==> src/rtl/fsk_pkg.sv <==
// Shared types and constants for the FSK bit decoder: FSM states, decision encoding
// and the window-length clamp applied when a run is primed.
package fsk_pkg;

   typedef enum logic [1:0] {
      IDLE  = 2'd0,
      PRIME = 2'd1,
      RUN   = 2'd2
   } state_e;

   localparam int unsigned MIN_WINDOW    = 4;
   localparam int unsigned PERCENT_SCALE = 100;

   typedef struct packed {
      logic data;
      logic erasure;
   } decision_t;

   localparam decision_t DECISION_ERASURE = '{data: 1'b0, erasure: 1'b1};

   // A request of 0 selects the build-time default; tiny windows are clamped up.
   function automatic logic [31:0] effective_len(input logic [31:0] req,
                                                 input logic [31:0] dflt);
      if (req == 32'd0) begin
         return dflt;
      end else if (req < 32'(MIN_WINDOW)) begin
         return 32'(MIN_WINDOW);
      end else begin
         return req;
      end
   endfunction

endpackage

==> src/rtl/fsk_window_classifier.sv <==
// Stage-2 compare: turns one window's tick deltas into a bit or an erasure. The result
// is captured by the decoder's output register, which is the stage-2 register.
module fsk_window_classifier
   import fsk_pkg::*;
#(
   parameter int unsigned MIN_DOMINANCE_PERCENT = 60,
   parameter int unsigned MAX_UNKNOWN_PERCENT   = 25
) (
   input  logic [31:0] d0_i,
   input  logic [31:0] d1_i,
   input  logic [31:0] du_i,
   output decision_t   decision_o
);

   logic [33:0] tot;
   logic [32:0] pair;
   logic [39:0] du_scaled;
   logic [39:0] tot_limit;
   logic [39:0] d0_scaled;
   logic [39:0] d1_scaled;
   logic [39:0] pair_limit;

   // Products are widened to 40 bits so full-scale 32-bit deltas cannot overflow.
   always_comb begin
      pair       = {1'b0, d0_i} + {1'b0, d1_i};
      tot        = {2'b00, d0_i} + {2'b00, d1_i} + {2'b00, du_i};
      du_scaled  = 40'(du_i) * 40'(PERCENT_SCALE);
      tot_limit  = 40'(tot) * 40'(MAX_UNKNOWN_PERCENT);
      d0_scaled  = 40'(d0_i) * 40'(PERCENT_SCALE);
      d1_scaled  = 40'(d1_i) * 40'(PERCENT_SCALE);
      pair_limit = 40'(pair) * 40'(MIN_DOMINANCE_PERCENT);
   end

   // NOTE: every output gets a default first so no latch is inferred on an untaken branch.
   always_comb begin
      decision_o = DECISION_ERASURE;
      if (tot == 34'd0 || du_scaled > tot_limit) begin
         decision_o = DECISION_ERASURE;
      end else if (d1_scaled >= pair_limit) begin
         decision_o = '{data: 1'b1, erasure: 1'b0};
      end else if (d0_scaled >= pair_limit) begin
         decision_o = '{data: 1'b0, erasure: 1'b0};
      end
   end

endmodule

==> src/rtl/fsk_bit_decoder.sv <==
// Slices the analyzer's free-running accumulators into bit windows and emits one
// decision per window through a single-entry valid/ready register.
module fsk_bit_decoder
   import fsk_pkg::*;
#(
   parameter int unsigned WINDOW_TICKS          = 5000,
   parameter int unsigned MIN_DOMINANCE_PERCENT = 60,
   parameter int unsigned MAX_UNKNOWN_PERCENT   = 25
) (
   input  logic        clock,
   input  logic        reset,
   input  logic        enable,
   input  logic [31:0] window_ticks,
   input  logic [31:0] f0_value,
   input  logic [31:0] f1_value,
   input  logic [31:0] unknown,
   output logic        analyzer_enable,
   output logic        bit_data,
   output logic        bit_erasure,
   output logic        bit_valid,
   input  logic        bit_ready,
   output logic        overrun
);

   state_e      state_q, state_d;
   logic [31:0] cnt_q, cnt_d;
   logic [31:0] len_q, len_d;
   logic [31:0] snap0_q, snap0_d, snap1_q, snap1_d, snapu_q, snapu_d;
   logic [31:0] d0_q, d0_d, d1_q, d1_d, du_q, du_d;
   logic        s1_valid_q, s1_valid_d;
   decision_t   out_q, out_d;
   logic        valid_q, valid_d;
   logic        overrun_q, overrun_d;

   logic        tc;
   logic        load;
   decision_t   decision;

   assign tc   = (state_q == RUN) && (cnt_q == len_q - 32'd1);
   assign load = s1_valid_q && enable;

   fsk_window_classifier #(
      .MIN_DOMINANCE_PERCENT (MIN_DOMINANCE_PERCENT),
      .MAX_UNKNOWN_PERCENT   (MAX_UNKNOWN_PERCENT)
   ) u_classifier (
      .d0_i       (d0_q),
      .d1_i       (d1_q),
      .du_i       (du_q),
      .decision_o (decision)
   );

   always_comb begin
      state_d    = state_q;
      cnt_d      = cnt_q;
      len_d      = len_q;
      snap0_d    = snap0_q;
      snap1_d    = snap1_q;
      snapu_d    = snapu_q;
      d0_d       = d0_q;
      d1_d       = d1_q;
      du_d       = du_q;
      s1_valid_d = 1'b0;
      out_d      = out_q;
      valid_d    = valid_q;
      overrun_d  = overrun_q;

      case (state_q)
         IDLE: begin
            cnt_d = 32'd0;
            if (enable) state_d = PRIME;
         end
         PRIME: begin
            cnt_d     = 32'd0;
            len_d     = effective_len(window_ticks, 32'(WINDOW_TICKS));
            snap0_d   = f0_value;
            snap1_d   = f1_value;
            snapu_d   = unknown;
            overrun_d = 1'b0;
            state_d   = enable ? RUN : IDLE;
         end
         RUN: begin
            if (!enable) begin
               state_d = IDLE;
               cnt_d   = 32'd0;
            end else if (tc) begin
               // Deltas and snapshot reload use the same sample, so no tick is lost.
               cnt_d      = 32'd0;
               d0_d       = f0_value - snap0_q;
               d1_d       = f1_value - snap1_q;
               du_d       = unknown - snapu_q;
               snap0_d    = f0_value;
               snap1_d    = f1_value;
               snapu_d    = unknown;
               s1_valid_d = 1'b1;
            end else begin
               cnt_d = cnt_q + 32'd1;
            end
         end
         default: state_d = IDLE;
      endcase

      if (load) begin
         out_d   = decision;
         valid_d = 1'b1;
         if (valid_q && !bit_ready) overrun_d = 1'b1;
      end else if (valid_q && bit_ready) begin
         valid_d = 1'b0;
      end
   end

   // NOTE: sequential state uses non-blocking assignments so every register samples pre-edge values.
   always_ff @(posedge clock or posedge reset) begin
      if (reset) begin
         state_q    <= IDLE;
         cnt_q      <= 32'd0;
         len_q      <= 32'd0;
         snap0_q    <= 32'd0;
         snap1_q    <= 32'd0;
         snapu_q    <= 32'd0;
         d0_q       <= 32'd0;
         d1_q       <= 32'd0;
         du_q       <= 32'd0;
         s1_valid_q <= 1'b0;
         out_q      <= '{data: 1'b0, erasure: 1'b0};
         valid_q    <= 1'b0;
         overrun_q  <= 1'b0;
      end else begin
         state_q    <= state_d;
         cnt_q      <= cnt_d;
         len_q      <= len_d;
         snap0_q    <= snap0_d;
         snap1_q    <= snap1_d;
         snapu_q    <= snapu_d;
         d0_q       <= d0_d;
         d1_q       <= d1_d;
         du_q       <= du_d;
         s1_valid_q <= s1_valid_d;
         out_q      <= out_d;
         valid_q    <= valid_d;
         overrun_q  <= overrun_d;
      end
   end

   assign analyzer_enable = (state_q != IDLE);
   assign bit_data        = out_q.data;
   assign bit_erasure     = out_q.erasure;
   assign bit_valid       = valid_q;
   assign overrun         = overrun_q;

endmodule

==> config.mk <==
export PLATFORM = sky130hd
export DESIGN_NAME = fsk_bit_decoder
export DESIGN_NICKNAME = d
export VERILOG_FILES = /design/src/rtl/fsk_pkg.sv /design/src/rtl/fsk_window_classifier.sv /design/src/rtl/fsk_bit_decoder.sv
export SDC_FILE = /design/constraint.sdc
export NUM_CORES = 2
export LEC_CHECK = 0
export BUFFER_PORTS_ARGS = -buffer_cell sky130_fd_sc_hd__buf_2
export CAP_MARGIN = 15
export CORE_MARGIN = 4
export CORE_UTILIZATION = 50
export DETAILED_ROUTE_END_ITERATION = 8
export PLACE_DENSITY = 0.71
export SYNTH_ARGS = -nofsm -noshare
export SYNTH_HDL_FRONTEND = slang
export SYNTH_HIERARCHICAL = 1
export SYNTH_SLANG_ARGS = --single-unit
==> constraint.sdc <==
create_clock -name clock -period 22.8 [get_ports clock]
set_input_delay 3.42 -clock clock [delete_from_list [all_inputs] [get_ports clock]]
set_output_delay 3.42 -clock clock [all_outputs]
set_load 0.03 [all_outputs]
# After elaboration in Yosys (flattened, before gate mapping)
# Cells that the tools add are included.
[word_totals] ff_bits=263 out_inout_bits=5 elab_cells=84
[classes] addsub=8 mul=5 magnitude_cmp=4 eq_ne=7 n_mux=29 reduce_logical=17
[ops] op="two-way mux 32 bit" n=10
[ops] op="case mux 32 bit (2 select lines)" n=4
[ops] op="multiplier 32 x 5 -> 37 bit, second input constant" n=3
[ops] op="subtractor 32 bit" n=3
[ops] op=">= comparator 39 bit" n=2
[ops] op="adder 32 x 32 -> 33 bit" n=2
[ops] op="> comparator 39 bit" n=1
[ops] op="multiplier 34 x 5 -> 39 bit, second input constant" n=1
[ops] op="multiplier 33 x 4 -> 37 bit, second input constant" n=1
[ops] op="adder 34 x 32 -> 34 bit" n=1
[ops] op="logical NOT 34 bit" n=1
[ops] op="adder 32 x 1 -> 32 bit, second input constant" n=1
[ops] op="== test 32 bit" n=1
[ops] op="logical NOT 32 bit" n=1
[ops] op="less-than comparator 32 x 3 -> 1 bit, second input constant" n=1
[ops] op="subtractor 32 x 1 -> 32 bit, second input constant" n=1
[ops] op="two-way mux 2 bit" n=5
[ops] op="two-way mux 1 bit" n=9
[ops] op="inequality test 2 bit, second input constant" n=4
[ops] op="nonzero test 2 bit" n=4
[ops] op="case mux 2 bit (3 select lines)" n=1
[ops] op="AND reduction 3 bit" n=2
[ops] op="logical AND 1 bit" n=4
[ops] op="== test 2 x 1 -> 1 bit, second input constant" n=1
[ops] op="6 further kinds" n=6

# Logic depth before layout (Yosys ltp)
[depth] word_depth=6 ltp_mapped=42

# Hierarchy
# The synthesis kept the hierarchy.
[by_module_without_submodules] mod="fsk_window_classifier" n_inst=1 cells_per_inst=2882 area_each_um2=23249.8 seq_area_each_um2=0.0
[by_module_without_submodules] mod="fsk_bit_decoder" n_inst=1 cells_per_inst=1822 area_each_um2=16534.6 seq_area_each_um2=6581.3

# Worst setup path after synthesis
# OpenSTA, ideal clock, no wires.
[synth_timing] kind="register -> register" from="register d0_q[1]" to="register out_q, in the netlist bit_erasure" arrival_time_ns=8.185 required_time_ns=22.675 path_slack_ns=14.490 path_stages_with_launch=37 path_buffers=0 cell_sequence="dfrtp_1 > inv_1 > fa_1 > inv_1 > ha_1 > inv_1 > fa_1 > nor2b_1 > o31a_1 > o21a_1 > o311ai_0 > a211oi_1 > inv_1 > ha_1 > ha_1 > inv_1 > fa_1 > inv_1 > ha_1 > a21o_1 > a211o_1 > o22ai_1 > a21oi_1 > a221o_1 > a31o_1 > a221o_1 > or4_1 > and3_1 > ha_1 > a21o_1 > a21o_1 > a21oi_1 > o21ai_0 > a211oi_1 > a21oi_1 > or3_1 > mux2_2"
[synth_lines] element="start: declaration" line="fsk_bit_decoder.sv:29" text="logic [31:0] d0_q, d0_d, d1_q, d1_d, du_q, du_d;"
[synth_lines] element="start signal: assignment" line="fsk_bit_decoder.sv:120" text="d0_q <= 32'd0;"
[synth_lines] element="start signal: assignment" line="fsk_bit_decoder.sv:134" text="d0_q <= d0_d;"
[synth_lines] element="end signal: assignment" line="fsk_bit_decoder.sv:124" text="out_q <= '{data: 1'b0, erasure: 1'b0};"
[synth_lines] element="end signal: assignment" line="fsk_bit_decoder.sv:138" text="out_q <= out_d;"
[synth_lines] element="end: declaration" line="fsk_bit_decoder.sv:31" text="decision_t out_q, out_d;"

==> results.md <==
- Die Wd: approximately 290 um
- Final Max Tran Viols: 0
- Comb pwr share: 0.370
- Switching Fraction: 0.363
- Synthesis Warnings: 6
- Initial antenna violation count: 0
- Cells taking the most area after synthesis: ha_1, dfrtp_1, fa_1, inv_1, xnor2_1
- Port bufs: around 140
- Synthesized flop and latch total: approximately 260
- Reg2reg start: d0_q[0]$_DFFE_PP0P_
- Multi-input logic area: 29700 um^2
- # nets final: 5864
- Setup Buffers After CTS: 0
- Reg2Reg Depth: 34
- Seq pwr share: 0.309
- Row count: 103
- CTS Buf Count: 35
- Power per cell area: about 45 nW/um^2
- Maximum buffer depth of the clock tree: 3
- Post-synth EDFFs: 0
- Mapped cell area: ~40000 um^2
- Hold Path Sink: snapu_q[3]$_DFFE_PP0P_
- Vias: approximately 33000
- Ports: between 100 and 150
- Post-synthesis sequential area ratio: 0.165
- HP Class: register to register
- Slew @ Worst Pin: a little over 1 ns
- Clk pin slew, worst setup/hold paths: 0.06 ns
- Status: finished clean
- Yosys top cell by area: ha_1
- Crit path max fanout: 8
- Final Cycle Share: 0.408
- Avg Cell Area, Syn: about 8.5 um^2
- Crit-path max cell delay: 0.71 ns
- Hold path cells: 1
- Post-route setup TNS: 0 ns
- Top cell type's share of synthesized area: 0.229
- Residual DRC count: 0
- Largest net degree at the start of global routing: ~150
- GR Overflow Total: 0
- Setup CP Type: register to register
- GPL Wtd Cong: 0.904
- Worst setup EP type: register
- Detailed Routing Iterations Pass 1: 5
- Post-DP Area: approximately 41000 um^2
- Ys flop type: dfrtp_1
- Layout Cell Area excl Fill: 42700 um^2
- Clock Latency Late Sink: ~0.57 ns
- Static leakage: 0.0239 uW
- CTS Root Cell: clkbuf_16
- Tmin final: 9.30 ns
- Post-synth ARST share: 1.00
- Post_cts resized: 0
- Reg2Reg Capture Point: bit_erasure$_DFFE_PP0P_
- Slew HR: 0.304
- Vias in the first global route: between 30000 and 40000
- Worst endpoint required time: 23.25 ns
- Register area: roughly 6600 um^2
- CTS Sinks: 263
- TritonCTS clock tree: yes
- Initial Util: 0.504
- Syn Nets: 5773
- H-tree Lvls: 2
- P&R area growth vs syn: 7.43%
- Via/cell ratio: 5.54
- Synthesized instance count: 4704
- VDD IR-drop max: between 60 and 70 uV
- CP Launch Type: register
- DRT iter0 DRCs: roughly 1500
- Final Hold Viols: 0
- First-pass GRT wire length: 162000 um
- Critical path's slowest cell: a221oi_1
- Clock power share: 0.321
- Die area: roughly 84000 um^2
- Min-delay src: snapu_q[3]$_DFFE_PP0P_
- Die Span Y: 290 um
- Post-CTS Hold Buffers: 0
- MaxCap Viol Count: 0
- HPWL Detailed: approximately 80000 um
- Int Power: roughly 1200 uW
- Netlist cell types: 88
- DRT antenna net count: 0
- Core box area: just under 80000 um^2
- Final WL: between 90000 and 100000 um
- Skew final: roughly 0.024 ns
- Avg WL per Cell: 16.7 um
- Achievable Freq: roughly 110 MHz
- R2R Setup Slk: about 13 ns
- Net Switching: ~700 uW
- Worst path arrival time: between 9 and 10 ns
- GRT Total Usage: 0.231
- RSZ-0062 raised after global routing: false
- Share of cells above drive strength 1: 0.0723
- Final setup viols: 0
- Fillers: between 7000 and 8000
-- cell usage in the layout (no fill, tap or decap), drive strengths merged, types with 147 or more instances in the layout --
master,synthesis,layout
nor2,171,171
xnor2,201,201
inv,816,817
buf,35,147
dfrtp,263,263
o21ai,277,277
a21o,184,184
ha,727,727
fa,210,210
nand2,363,363
a21oi,302,302
-- power groups by stage --
stage	registers, uW	clock network, uW	logic, uW
global placement	597	0	697
floorplan	577	0	555
CTS	592	635	714
global route	603	652	797
detailed placement	600	0	706
finish	592	615	709
-- worst max path at each step --
stage	startpoint	endpoint	slack, ns	depth (start not counted)
after floorplan	reset	bit_data$_DFFE_PP0P_	12.14	1
after global placement	d0_q[0]$_DFFE_PP0P_	bit_erasure$_DFFE_PP0P_	13.80	35
after detailed placement	d0_q[0]$_DFFE_PP0P_	bit_erasure$_DFFE_PP0P_	13.61	35
after CTS	d0_q[0]$_DFFE_PP0P_	bit_erasure$_DFFE_PP0P_	13.57	35
after global routing	d0_q[0]$_DFFE_PP0P_	bit_erasure$_DFFE_PP0P_	12.87	35
final	d0_q[0]$_DFFE_PP0P_	bit_erasure$_DFFE_PP0P_	13.50	34
-- metrics by stage --
stage,utilization,worst slack [ns],power [uW],instances,hold slack [ns]
finish,0.542,13.50,1920,5867,0.485
floorplan,-,12.14,1130,4704,0.458
global placement,0.526,13.80,1290,5808,0.460
global route,0.542,12.87,2050,5866,0.493
CTS,0.542,13.57,1940,5866,0.489
detailed placement,0.526,13.61,1310,5808,0.475
-- flip-flops by register name (all words and copies together) (netlist names), 2 cells and up --
register / flops
snapu_q: 32
d1_q: 32
cnt_q: 32
state_q: 2
du_q: 32
snap0_q: 32
snap1_q: 32
len_q: 32
d0_q: 32
-- metal layers --
layer  GRT usage  vias to the layer above  wire (um)
met4      0.0549                        0       2340
met5           0                        -          0
li1            -                    16346          -
met3      0.0257                      125       3610
met1       0.314                    15530      46000
met2       0.396                      510      46300
-- cell families after synthesis --
kind of cell | share of synthesized area
compound gates | 0.179
simple gates | 0.126
flops | 0.165
buf+inv | 0.0874
mux | 0.0330
fa+ha+maj | 0.334
xor+xnor | 0.0751
-- synth_stat cells, types with 57 or more instances --
cell      count
xor2_1      140
nand4_1      57
nand2b_1     58
a21o_1      184
dfrtp_1     263
inv_1       815
ha_1        727
mux2_2       89
nand2_1     363
nor2_1      171
clkbuf_1     58
a21oi_1     300
o21ai_1      79
xnor2_1     201
fa_1        210
o21ai_0     198
nand3_1      85
-- critical path: cells and delay by family, from the launching register on --
| kind | cells | cell delay, ns |
|---|---|---|
| AO/OA/AOI/OAI | 16 | 4.19 |
| AND/OR/NAND/NOR | 7 | 1.27 |
| buffers and inverters | 2 | 0.09 |
| multiplexers | 1 | 0.26 |
| adder cells (fa/ha/maj) | 6 | 2.49 |
| XOR/XNOR | 2 | 0.39 |
| flip-flops | 1 | 0.49 |
-- area by class of cell --
type,instances,area share
tap,1050,0.0307
antenna,1,0.0000586
clock buffer,42,0.0223
multi-input combinational,3532,0.696
clock inverter,16,0.00711
timing repair buffer,147,0.0182
inverter,816,0.0718
sequential,263,0.154
(Power assumes the default switching activity.)
